<file path="src/rtl/seq_alu_if.sv">
// seq_alu_if: request/result bundle between the instruction decoder (master)
// and the multi-cycle ALU (slave). Clock and reset stay as plain ports.
interface seq_alu_if #(
    parameter int WIDTH           = 8,
    parameter int INSTR_BIT_WIDTH = 5,
    parameter int FLAGS_COUNT     = 4
);
    logic                       Start;
    logic [INSTR_BIT_WIDTH-1:0] Instruction;
    logic [WIDTH-1:0]           InputA;
    logic [WIDTH-1:0]           InputB;
    logic [WIDTH-1:0]           ResultA;
    logic [WIDTH-1:0]           ResultB;
    logic [FLAGS_COUNT-1:0]     Flags;
    logic                       Busy;
    logic                       Done;

    modport master (
        output Start, Instruction, InputA, InputB,
        input  ResultA, ResultB, Flags, Busy, Done
    );

    modport slave (
        input  Start, Instruction, InputA, InputB,
        output ResultA, ResultB, Flags, Busy, Done
    );
endinterface

</file>
<file path="src/rtl/seq_alu.sv">
// seq_alu: multi-cycle ALU with Start/Busy/Done handshake.
// MUL is an iterative shift-add engine, DIV a restoring divider; both take
// WIDTH cycles. Every other op (and DIV by zero) completes on the accept edge.
// Flags = {DivZero, Overflow, Carry, Zero}.
// Optional feature: define SEQ_ALU_FAST_MUL_EN to replace the iterative MUL
// with a single-cycle combinational multiplier (MUL_RUN is then not built).
module seq_alu #(
    parameter int WIDTH           = 8,
    parameter int INSTR_BIT_WIDTH = 5,
    parameter int FLAGS_COUNT     = 4
) (
    input  logic         Clk,
    input  logic         ResetN,
    seq_alu_if.slave     bus
);
    localparam int SH_W  = $clog2(WIDTH);
    localparam int CNT_W = SH_W + 1;
    localparam logic [CNT_W-1:0] CNT_LAST = CNT_W'(WIDTH);
    localparam logic [WIDTH-1:0] WIDTH_V  = WIDTH_V_INIT();

    localparam logic [INSTR_BIT_WIDTH-1:0] OP_ADD  = INSTR_BIT_WIDTH'(5'b00001);
    localparam logic [INSTR_BIT_WIDTH-1:0] OP_SUB  = INSTR_BIT_WIDTH'(5'b00010);
    localparam logic [INSTR_BIT_WIDTH-1:0] OP_MUL  = INSTR_BIT_WIDTH'(5'b00011);
    localparam logic [INSTR_BIT_WIDTH-1:0] OP_DIV  = INSTR_BIT_WIDTH'(5'b00100);
    localparam logic [INSTR_BIT_WIDTH-1:0] OP_SHL  = INSTR_BIT_WIDTH'(5'b00101);
    localparam logic [INSTR_BIT_WIDTH-1:0] OP_SHR  = INSTR_BIT_WIDTH'(5'b00110);
    localparam logic [INSTR_BIT_WIDTH-1:0] OP_ROL  = INSTR_BIT_WIDTH'(5'b00111);
    localparam logic [INSTR_BIT_WIDTH-1:0] OP_ROR  = INSTR_BIT_WIDTH'(5'b01000);
    localparam logic [INSTR_BIT_WIDTH-1:0] OP_AND  = INSTR_BIT_WIDTH'(5'b01001);
    localparam logic [INSTR_BIT_WIDTH-1:0] OP_XOR  = INSTR_BIT_WIDTH'(5'b01011);
    localparam logic [INSTR_BIT_WIDTH-1:0] OP_OR   = INSTR_BIT_WIDTH'(5'b01101);
    localparam logic [INSTR_BIT_WIDTH-1:0] OP_NAND = INSTR_BIT_WIDTH'(5'b01110);
    localparam logic [INSTR_BIT_WIDTH-1:0] OP_XNOR = INSTR_BIT_WIDTH'(5'b01111);
    localparam logic [INSTR_BIT_WIDTH-1:0] OP_GTH  = INSTR_BIT_WIDTH'(5'b10000);
    localparam logic [INSTR_BIT_WIDTH-1:0] OP_EQU  = INSTR_BIT_WIDTH'(5'b10001);

    // WIDTH always fits in WIDTH bits for WIDTH >= 2.
    function automatic logic [WIDTH-1:0] WIDTH_V_INIT();
        return WIDTH'(WIDTH);
    endfunction

    function automatic logic [FLAGS_COUNT-1:0] pack_flags(
        input logic dz, input logic ovf, input logic cy,
        input logic [WIDTH-1:0] ra, input logic [WIDTH-1:0] rb);
        return FLAGS_COUNT'({dz, ovf, cy, (ra == '0) && (rb == '0)});
    endfunction

`ifdef SEQ_ALU_FAST_MUL_EN
    typedef enum logic [1:0] {IDLE = 2'd0, DIV_RUN = 2'd2} state_t;
`else
    typedef enum logic [1:0] {IDLE = 2'd0, MUL_RUN = 2'd1, DIV_RUN = 2'd2} state_t;
`endif

    state_t                 state_q, state_d;
    logic [CNT_W-1:0]       cnt_q, cnt_d;
    // MUL: {partial product high, multiplier/low product}; DIV: {remainder, quotient}
    logic [2*WIDTH-1:0]     acc_q, acc_d;
    // MUL: multiplicand; DIV: divisor
    logic [WIDTH-1:0]       opnd_q, opnd_d;
    logic [WIDTH-1:0]       res_a_q, res_a_d, res_b_q, res_b_d;
    logic [FLAGS_COUNT-1:0] flags_q, flags_d;
    logic                   done_q, done_d;

    logic [WIDTH-1:0]       sc_a, sc_b;
    logic                   sc_c, sc_v, sc_dz;
    logic [WIDTH:0]         sum_ext, diff_ext;
    logic [SH_W-1:0]        rot_amt;
    logic [WIDTH:0]         div_shift, div_diff;
`ifdef SEQ_ALU_FAST_MUL_EN
    logic [2*WIDTH-1:0]     mul_full;
`else
    logic [WIDTH:0]         mul_sum;
`endif

    // Single-cycle datapath: result and flag candidates straight from the inputs
    always_comb begin
        sc_a     = '0;
        sc_b     = '0;
        sc_c     = 1'b0;
        sc_v     = 1'b0;
        sc_dz    = 1'b0;
        sum_ext  = {1'b0, bus.InputA} + {1'b0, bus.InputB};
        diff_ext = {1'b0, bus.InputA} - {1'b0, bus.InputB};
        rot_amt  = bus.InputB[SH_W-1:0];
`ifdef SEQ_ALU_FAST_MUL_EN
        mul_full = {{WIDTH{1'b0}}, bus.InputA} * {{WIDTH{1'b0}}, bus.InputB};
`endif
        case (bus.Instruction)
            OP_ADD: begin
                sc_a = sum_ext[WIDTH-1:0];
                sc_c = sum_ext[WIDTH];
                sc_v = (bus.InputA[WIDTH-1] == bus.InputB[WIDTH-1]) &&
                       (sum_ext[WIDTH-1] != bus.InputA[WIDTH-1]);
            end
            OP_SUB: begin
                sc_a = diff_ext[WIDTH-1:0];
                sc_c = diff_ext[WIDTH];
                sc_v = (bus.InputA[WIDTH-1] != bus.InputB[WIDTH-1]) &&
                       (diff_ext[WIDTH-1] != bus.InputA[WIDTH-1]);
            end
`ifdef SEQ_ALU_FAST_MUL_EN
            OP_MUL: begin
                sc_a = mul_full[WIDTH-1:0];
                sc_b = mul_full[2*WIDTH-1:WIDTH];
                sc_c = (sc_b != '0);
            end
`endif
            OP_DIV: begin
                // only the divide-by-zero case completes here
                sc_a  = '1;
                sc_b  = bus.InputA;
                sc_dz = 1'b1;
            end
            OP_SHL:  sc_a = (bus.InputB >= WIDTH_V) ? '0 : (bus.InputA << bus.InputB);
            OP_SHR:  sc_a = (bus.InputB >= WIDTH_V) ? '0 : (bus.InputA >> bus.InputB);
            OP_ROL:  sc_a = (bus.InputA << rot_amt) | (bus.InputA >> (WIDTH - int'(rot_amt)));
            OP_ROR:  sc_a = (bus.InputA >> rot_amt) | (bus.InputA << (WIDTH - int'(rot_amt)));
            OP_AND:  sc_a = bus.InputA & bus.InputB;
            OP_XOR:  sc_a = bus.InputA ^ bus.InputB;
            OP_OR:   sc_a = bus.InputA | bus.InputB;
            OP_NAND: sc_a = ~(bus.InputA & bus.InputB);
            OP_XNOR: sc_a = ~(bus.InputA ^ bus.InputB);
            OP_GTH:  sc_a = WIDTH'(bus.InputA > bus.InputB);
            OP_EQU:  sc_a = WIDTH'(bus.InputA == bus.InputB);
            default: ; // NOP and unassigned opcodes leave both results 0
        endcase
    end

    // Control FSM plus one iteration step of the MUL / DIV engines
    always_comb begin
        state_d   = state_q;
        cnt_d     = cnt_q;
        acc_d     = acc_q;
        opnd_d    = opnd_q;
        res_a_d   = res_a_q;
        res_b_d   = res_b_q;
        flags_d   = flags_q;
        done_d    = 1'b0;
        div_shift = acc_q[2*WIDTH-1:WIDTH-1];
        div_diff  = div_shift - {1'b0, opnd_q};
`ifndef SEQ_ALU_FAST_MUL_EN
        mul_sum   = {1'b0, acc_q[2*WIDTH-1:WIDTH]} + (acc_q[0] ? {1'b0, opnd_q} : '0);
`endif
        case (state_q)
            IDLE: begin
                if (bus.Start) begin
`ifndef SEQ_ALU_FAST_MUL_EN
                    if (bus.Instruction == OP_MUL) begin
                        acc_d   = {{WIDTH{1'b0}}, bus.InputB};
                        opnd_d  = bus.InputA;
                        cnt_d   = '0;
                        state_d = MUL_RUN;
                    end else
`endif
                    if (bus.Instruction == OP_DIV && bus.InputB != '0) begin
                        acc_d   = {{WIDTH{1'b0}}, bus.InputA};
                        opnd_d  = bus.InputB;
                        cnt_d   = '0;
                        state_d = DIV_RUN;
                    end else begin
                        res_a_d = sc_a;
                        res_b_d = sc_b;
                        flags_d = pack_flags(sc_dz, sc_v, sc_c, sc_a, sc_b);
                        done_d  = 1'b1;
                    end
                end
            end
`ifndef SEQ_ALU_FAST_MUL_EN
            MUL_RUN: begin
                // add multiplicand if multiplier LSB set, then shift right
                acc_d = {mul_sum, acc_q[WIDTH-1:1]};
                cnt_d = cnt_q + 1'b1;
                if (cnt_d == CNT_LAST) begin
                    res_a_d = acc_d[WIDTH-1:0];
                    res_b_d = acc_d[2*WIDTH-1:WIDTH];
                    flags_d = pack_flags(1'b0, 1'b0, acc_d[2*WIDTH-1:WIDTH] != '0,
                                         acc_d[WIDTH-1:0], acc_d[2*WIDTH-1:WIDTH]);
                    cnt_d   = '0;
                    done_d  = 1'b1;
                    state_d = IDLE;
                end
            end
`endif
            DIV_RUN: begin
                // restoring step: keep the subtraction only if it did not go negative
                if (div_diff[WIDTH])
                    acc_d = {div_shift[WIDTH-1:0], acc_q[WIDTH-2:0], 1'b0};
                else
                    acc_d = {div_diff[WIDTH-1:0], acc_q[WIDTH-2:0], 1'b1};
                cnt_d = cnt_q + 1'b1;
                if (cnt_d == CNT_LAST) begin
                    res_a_d = acc_d[WIDTH-1:0];
                    res_b_d = acc_d[2*WIDTH-1:WIDTH];
                    flags_d = pack_flags(1'b0, 1'b0, 1'b0,
                                         acc_d[WIDTH-1:0], acc_d[2*WIDTH-1:WIDTH]);
                    cnt_d   = '0;
                    done_d  = 1'b1;
                    state_d = IDLE;
                end
            end
            default: state_d = IDLE;
        endcase
    end

    // State and output registers; reset aborts any running operation
    always_ff @(posedge Clk or negedge ResetN) begin
        if (!ResetN) begin
            state_q <= IDLE;
            cnt_q   <= '0;
            acc_q   <= '0;
            opnd_q  <= '0;
            res_a_q <= '0;
            res_b_q <= '0;
            flags_q <= '0;
            done_q  <= 1'b0;
        end else begin
            state_q <= state_d;
            cnt_q   <= cnt_d;
            acc_q   <= acc_d;
            opnd_q  <= opnd_d;
            res_a_q <= res_a_d;
            res_b_q <= res_b_d;
            flags_q <= flags_d;
            done_q  <= done_d;
        end
    end

    assign bus.ResultA = res_a_q;
    assign bus.ResultB = res_b_q;
    assign bus.Flags   = flags_q;
    assign bus.Done    = done_q;
    assign bus.Busy    = (state_q != IDLE);
endmodule

</file>
<file path="src/flat_wrapper.sv">
// flat-port wrapper written by rule: the top's interface ports become plain ports
module seq_alu_flat 
#(
    parameter int WIDTH           = 8,
    parameter int INSTR_BIT_WIDTH = 5,
    parameter int FLAGS_COUNT     = 4
)
  (Clk, ResetN, bus_Start, bus_Instruction, bus_InputA, bus_InputB, bus_ResultA, bus_ResultB, bus_Flags, bus_Busy, bus_Done);
  seq_alu_if #(.WIDTH(WIDTH), .INSTR_BIT_WIDTH(INSTR_BIT_WIDTH), .FLAGS_COUNT(FLAGS_COUNT)) bus_i ();
  input  logic Clk;
  input  logic ResetN;
  input wire logic [$bits(bus_i.Start)-1:0] bus_Start;
  input wire logic [$bits(bus_i.Instruction)-1:0] bus_Instruction;
  input wire logic [$bits(bus_i.InputA)-1:0] bus_InputA;
  input wire logic [$bits(bus_i.InputB)-1:0] bus_InputB;
  output wire logic [$bits(bus_i.ResultA)-1:0] bus_ResultA;
  output wire logic [$bits(bus_i.ResultB)-1:0] bus_ResultB;
  output wire logic [$bits(bus_i.Flags)-1:0] bus_Flags;
  output wire logic [$bits(bus_i.Busy)-1:0] bus_Busy;
  output wire logic [$bits(bus_i.Done)-1:0] bus_Done;
  assign bus_i.Start = bus_Start;
  assign bus_i.Instruction = bus_Instruction;
  assign bus_i.InputA = bus_InputA;
  assign bus_i.InputB = bus_InputB;
  assign bus_ResultA = bus_i.ResultA;
  assign bus_ResultB = bus_i.ResultB;
  assign bus_Flags = bus_i.Flags;
  assign bus_Busy = bus_i.Busy;
  assign bus_Done = bus_i.Done;
  seq_alu #(.WIDTH(WIDTH), .INSTR_BIT_WIDTH(INSTR_BIT_WIDTH), .FLAGS_COUNT(FLAGS_COUNT)) u_core (.Clk(Clk), .ResetN(ResetN), .bus(bus_i));
endmodule
</file>
<file path="config.mk">
export PLATFORM = sky130hd
export DESIGN_NAME = seq_alu_flat
export DESIGN_NICKNAME = d
export VERILOG_FILES = /design/src/rtl/seq_alu_if.sv /design/src/rtl/seq_alu.sv /design/src/flat_wrapper.sv
export SDC_FILE = /design/constraint.sdc
export NUM_CORES = 1
export LEC_CHECK = 0
export CAP_MARGIN = 25
export CORE_ASPECT_RATIO = 1.25
export CORE_UTILIZATION = 40
export DETAILED_ROUTE_END_ITERATION = 10
export GPL_TIMING_DRIVEN = 0
export PLACE_DENSITY_LB_ADDON = 0.05
export SLEW_MARGIN = 5
export SYNTH_ARGS = -nofsm -noshare
export SYNTH_HDL_FRONTEND = slang
export SYNTH_SLANG_ARGS = --single-unit
</file>
<file path="constraint.sdc">
create_clock -name Clk -period 6.21 [get_ports Clk]
set_input_delay 0.621 -clock Clk [delete_from_list [all_inputs] [get_ports Clk]]
set_output_delay 0.621 -clock Clk [all_outputs]
set_load 0.01 [all_outputs]
</file>
==> metrics.txt, run 1 <==
status finished clean; # resized after CTS 0; GRT Total Usage a little under a third; final slew viol count 0; Tmin final just under 5 ns; clk_skew about 0.010 ns; Post-CTS Setup Bufs 0; Hold Crit Class primary input to async pin; origin of the critical flop-to-flop path u_core.acc_q[0]; most frequently used flop master after synthesis dfrtp_1; CP arrival slightly above 5 ns; post-synthesis sequential area ratio around a fifth; Worst Path Required 6.42 ns; Setup Crit Path Kind primary input to register; RSZ-0062 raised after global routing false; DRT Pass-1 Iters 8; CP Capture Type register; max_cap viols 0; DRC viols 0; root buffer cell clkbuf_16; Worst path max stage delay 0.96 ns; PD cells about 270 nW/um^2; clock latency on the worst-skew pair ~0.30 ns; DP Worst Slack 1.23 ns; TNS Setup 0 ns; CTS H-Tree Depth 2; Post-DP HPWL between 15000 and 20000 um; initial antenna violation count 0; Routed Antenna Nets 0; synthesized area between 6000 and 7000 sq um; CTS tree yes; port bufs 45; R2R cell count 12; placer congestion estimate between 0.9 and 1; Synth Register Bits 51; ANT cells 0; Core Area 15000 sq um; worst rel slew slack 22.2%; yosys warns 0; R2R Setup Slk 2.64 ns; TritonCTS Buffers 5; Worst Setup Slack, final between 1 and 1.5 ns; clock sink total slightly above 50; Iter 0 DRT Violations roughly 540; post-synthesis cell count slightly below 800; Final period util 78.4%; Avg Inst Size Synth around 7.7 sq um; layout cells sized above 1 roughly 8.1%; Synth area leader dfrtp_1; Nets 923; reg2reg end u_core.bus.Flags[1]; GRT overflow 0; Reg clk slew, reported paths approximately 0.080 ns; vias in the first global route around 6.4k; ys async rst share between 90% and 100%; maximum VDD drop around 0.00016 V; final setup vio count 0; Final Hold Fails 0; Leak 2.90 nW; I/O Pins between 40 and 50; routed vias 6455; startpoint types primary input; Initial Util 41.0%; CP max FO 13; first-pass GRT wire length roughly 37000 um; Post-synth EDFFs 0; Critical Path Slowest Stage Cell a2111oi_0; num rows 50; fmax approximately 210 MHz; CP Cell Sequence clkdlybuf4s50_1 > buf_2 > inv_1 > buf_2 > ha_1 > clkbuf_1 > clkbuf_1 > nor2_1 > a2bb2oi_1 > a21oi_1 > a2111oi_0 > nand3_1 > o32ai_2; Tightest Pin Transition roughly 1.1 ns; largest net degree at the start of global routing 39; Die Area around 16000 sq um; die extent in y roughly 140 um; Yosys top cell area share approximately a fifth; Yosys cell types 79; vias per cell around 6.3; cts hold-fix bufs 0; Syn Nets 870; synth top area cells dfrtp_1, ha_1, nand2_1; WL/cell 23.3 um; area grow syn2layout 13.8%; final wirelength roughly 24000 um; CTS Buffer Depth 2; Die X 113 um
## sequential cells by signal, indices dropped and copies added (netlist names)
name                cells
u_core.state_q          2
u_core.cnt_q            4
u_core.acc_q           16
u_core.bus.Done         1
u_core.bus.Flags        4
u_core.bus.ResultB      8
u_core.opnd_q           8
u_core.bus.ResultA      8
## critical path, delay by kind of cell
family | cells | cell delay [ns]
AND/OR/NAND/NOR | 2 | 0.33
adder cells (fa/ha/maj) | 1 | 0.36
buffers and inverters | 6 | 2.26
AO/OA/AOI/OAI | 4 | 1.50
## how the worst max path moves through the flow
| stage | startpoint | end | cells after the start |
|---|---|---|---|
| 6_report | bus_InputB[1] | u_core.bus.Flags[0] | 13 |
| 5_1_grt | bus_InputB[1] | u_core.bus.Flags[0] | 13 |
| 4_1_cts | bus_InputB[1] | u_core.bus.Flags[0] | 13 |
| 3_5_place_dp | bus_InputB[1] | u_core.bus.Flags[0] | 13 |
| 3_3_place_gp | bus_InputB[1] | u_core.bus.Flags[0] | 13 |
| 2_1_floorplan | bus_InputB[1] | u_core.bus.Flags[0] | 13 |
## cell usage in the layout, fill, tap and decap left out, types with 13 or more instances in the layout
cell type	synthesis	layout
dfrtp_1	51	51
xnor2_1	15	15
nand2_1	94	94
nor2_1	70	70
ha_1	49	49
clkbuf_1	33	33
nor3_1	19	19
a31oi_1	13	13
o21ai_0	50	50
mux2i_1	25	25
mux2_2	14	14
nand3_1	23	23
clkdlybuf4s50_1	0	44
nor4_1	15	15
a21oi_1	54	54
and2_1	13	13
inv_1	44	44
buf_2	14	15
## synthesized netlist by cell type (7+ instances only)
master and count:
mux2i_1 25, nor2b_1 9, nor2_1 70, nor3_1 19
xnor2_1 15, buf_2 14, o21a_1 7, dfrtp_1 51
clkbuf_1 33, nand2b_1 11, a31oi_1 13, mux4_2 7
nand2_1 94, and2_1 13, o211ai_1 8, inv_1 44
ha_1 49, nand3_1 23, nor4_1 15, mux2_2 14
a21oi_1 54, o21ai_0 50, a22oi_1 11
## power breakdown
| part | internal [W] | switching (W) |
|---|---|---|
| Combinational | 0.000452 | 0.000620 |
| Sequential | 0.000451 | 0.0000951 |
| Clock | 0.000154 | 0.000136 |
| Total | 0.00106 | 0.000851 |
## cell families (layout without fill, tap and decap cells)
kind of cell	count (synthesis)	after routing	share of synthesized area, %
simple gates	299	299	24.0
fa+ha+maj	53	53	11.3
mux	46	46	9.22
flops	51	51	20.8
xor+xnor	22	22	3.39
compound gates	226	226	24.8
buf+inv	96	150	6.53
## stage by stage
step | util [%] | cells | instance area, sq um | hold WS (ns) | total power [W]
after global placement | 45.5 | 1020 | 6810 | 0.470 | 0.00160
after detailed placement | 45.6 | 1021 | 6820 | 0.474 | 0.00162
after CTS | 46.7 | 1029 | 6980 | 0.234 | 0.00191
final | 46.7 | 1029 | 6980 | 0.231 | 0.00191
after global routing | 46.7 | 1029 | 6980 | 0.250 | 0.00205
after floorplan | - | 793 | 6130 | 0.325 | 0.00121
## layer usage
metal	up-vias	share of wire, %	GRT usage [%]
li1	3011	-	-
met1	3063	38	35.1
met2	300	51	56.0
met3	81	5.4	2.08
met4	0	5.9	17.5
met5	-	0	0
## cell type report
cell class | count | area, sq um
Fill cell | 1567 | 7970
Buffer | 51 | 231
Clock buffer | 5 | 125
Multi-Input combinational cell | 646 | 4450
Tap cell | 182 | 228
Timing Repair Buffer | 46 | 465
Inverter | 45 | 169
Sequential cell | 51 | 1280
Clock inverter | 3 | 28.8
Power figures use the tool's default switching activity.
==> run 2: changes to the inputs <==
==> constraint.sdc (replaced) <==
create_clock -name Clk -period 4.4 [get_ports Clk]
set_input_delay 0.44 -clock Clk [delete_from_list [all_inputs] [get_ports Clk]]
set_output_delay 0.44 -clock Clk [all_outputs]
set_load 0.01 [all_outputs]
==> run 2 against run 1 <==
Largest cell class unchanged. Total power increased by 41%. Combinational power increased by 42%. Wire length about the same. Sequential power rose by 41%. Final area increased by 0.11%. Largest power group unchanged.
==> metrics.txt, run 2 (synthesis gave the netlist of run 1 again) <==
most common cell after layout, fill and taps aside nand2_1; Hold Crit Class primary input to async pin; Core Util, Final 46.7% (+0.050 points); port bufs 45 (unchanged); area grow syn2layout 13.9%; largest net degree at the start of global routing 39 (unchanged); clock latency on the worst-skew pair 0.30 ns (about the same); cts hold-fix bufs 0 (unchanged); Comb pwr share 56.2% (about the same); startpoint types primary input; TritonCTS Buffers 5 (unchanged); CP max FO 13 (unchanged); routed vias 6433 (-0.34%); commonest cells after routing, fill and taps aside nand2_1, nor2_1, a21oi_1, dfrtp_1, o21ai_0; num rows 50 (unchanged); worst rel slew slack 50.5% (+28 points); Die X 113 um (unchanged); FF/Latch Area 1280 sq um (unchanged); GRT overflow 0 (unchanged); vias per cell 6.26 (-0.24%); final setup vio count 0 (unchanged); Tightest Pin Transition 0.742 ns (-0.395 ns); status finished clean; final wirelength 23900 um (about the same); Reg clk slew, reported paths 0.07 ns (about the same); Final Hold Fails 0 (unchanged); CTS H-Tree Depth 2 (unchanged); Initial Util 41.0% (unchanged); DP Worst Slack -0.403 ns (-1.63 ns); ANT cells 0 (unchanged); Fill cells 1564 (-0.19%); CP arrival 4.53 ns (-0.55 ns); Worst Path Required 4.60 ns (-1.82 ns); multi-input logic area 4470 sq um (+0.25%); I/O Pins 46 (unchanged); Routed Antenna Nets 0 (unchanged); Largest delay share family, worst path buffers and inverters; final slew viol count 0 (unchanged); DRT Pass-1 Iters 5 (-3); Core Area 15000 sq um (unchanged); RSZ-0062 raised after global routing true; clk_skew 0.00763 ns (-0.00277 ns); CP Cell Sequence clkdlybuf4s50_1 > buf_2 > inv_1 > buf_2 > ha_1 > clkbuf_1 > xor2_2 > a2111oi_0 > nor3_1 > a21oi_1 > a2111oi_1 > nand2_1 > o32ai_2; Worst path max stage delay 0.60 ns (-0.36 ns); Setup Crit Path Kind primary input to register; Iter 0 DRT Violations 531 (-1.1%); Tmin final 4.33 ns; Clk pwr share 15.1% (about the same); Reg power frac 28.7% (about the same); maximum VDD drop 0.000220 V (+40%); fmax ~230 MHz; origin of the critical flop-to-flop path u_core.acc_q[0]; Post-DP HPWL 19200 um (unchanged); Setup crit start bus_InputB[1]; Post-CTS Setup Bufs 0 (unchanged); Critical Path Slowest Stage Cell a2111oi_1; switch share 44.6% (about the same); internal cell power 0.00149 W (+41%); clock sink total 51 (unchanged); WL/cell 23.3 um (about the same); Die Area 15800 sq um (unchanged); CTS Buffer Depth 2 (unchanged); CP most frequent cell buf_2; Switch Pwr 0.00120 W (+41%); DRC viols 0 (unchanged); CTS tree yes; root buffer cell clkbuf_16; Leak 2.90 nW (about the same); vias in the first global route 6416 (unchanged); CP bufs+invs 5 (-1); first-pass GRT wire length 36900 um (unchanged); layout cells sized above 1 8.39% (+0.25 points); largest reg by FF count u_core.acc_q; placer congestion estimate 0.961 (unchanged); CP Capture Type register; initial antenna violation count 0 (unchanged); max_cap viols 0 (unchanged); die extent in y 140 um (unchanged); GRT Total Usage 30.7% (unchanged); hold slack final 0.0501 ns (-0.180 ns); Nets 922 (-0.11%); Final period util 98.3%; Worst Setup Slack, final 0.0741 ns (-1.26 ns); max reg flops 16 (unchanged); PD cells 386 nW/um^2 (+41%)
==> run 2: changes by cell type in the layout (fill, tap and decap cells not counted) <==
cell,change
a2111oi_0,-2
a2111oi_1,+1
a2111oi_2,+1
a21oi_1,-1
a21oi_2,+1
clkbuf_1,-1
==> run 2: power groups by stage <==
stage	Combinational [W]	Sequential, W	Clock [W]
finish	0.00152	0.000772	0.000407
global route	0.00166	0.000797	0.000433
CTS	0.00151	0.000772	0.000415
detailed placement	0.00150	0.000781	0
global placement	0.00148	0.000775	0
floorplan	0.000929	0.000785	0
==> run 2: through the flow <==
stage | TNS (ns) | std cells | total power, W | area (sq um)
after floorplan | 0 | 793 | 0.00171 | 6130
after global placement | -1.25 | 1020 | 0.00226 | 6810
after detailed placement | -1.38 | 1021 | 0.00228 | 6820
after CTS | 0 | 1029 | 0.00270 | 6980
after global routing | -0.0260 | 1028 | 0.00289 | 6990
final | 0 | 1028 | 0.00269 | 6990
==> run 2: metal layers <==
layer	up-vias	share of wire, %	GRT usage, %
met1	3062	38	35.1
li1	3007	-	-
met3	73	5.1	2.08
met5	-	0	0
met2	291	51	56.0
met4	0	5.7	17.5
==> run 2: layout make-up <==
type,instances,area share (%)
Buffer,50,3.26
Clock buffer,5,1.79
Clock inverter,3,0.412
Inverter,45,2.42
Multi-Input combinational cell,646,63.9
Sequential cell,51,18.3
Tap cell,182,3.26
Timing Repair Buffer,46,6.66
==> run 2: path summary, 6_finish.rpt <==
kind	to	slack [ns]	cells past startpoint
setup / recovery	u_core.bus.Flags[0]	0.07	13
hold / removal	u_core.opnd_q[1]	0.05	1
setup reg to reg	u_core.bus.Flags[1]	0.83	12
hold reg to reg	u_core.bus.Flags[2]	0.49	2
max in group asynchronous	u_core.bus.Flags[0]	3.83	2
min in group Clk	u_core.bus.Flags[2]	0.49	2
==> run 2: what timing repair did <==
item,in CTS,in global routing
endpoints found under the hold margin,0,0
setup endpoints to repair,2,13
gates resized for setup,1,3
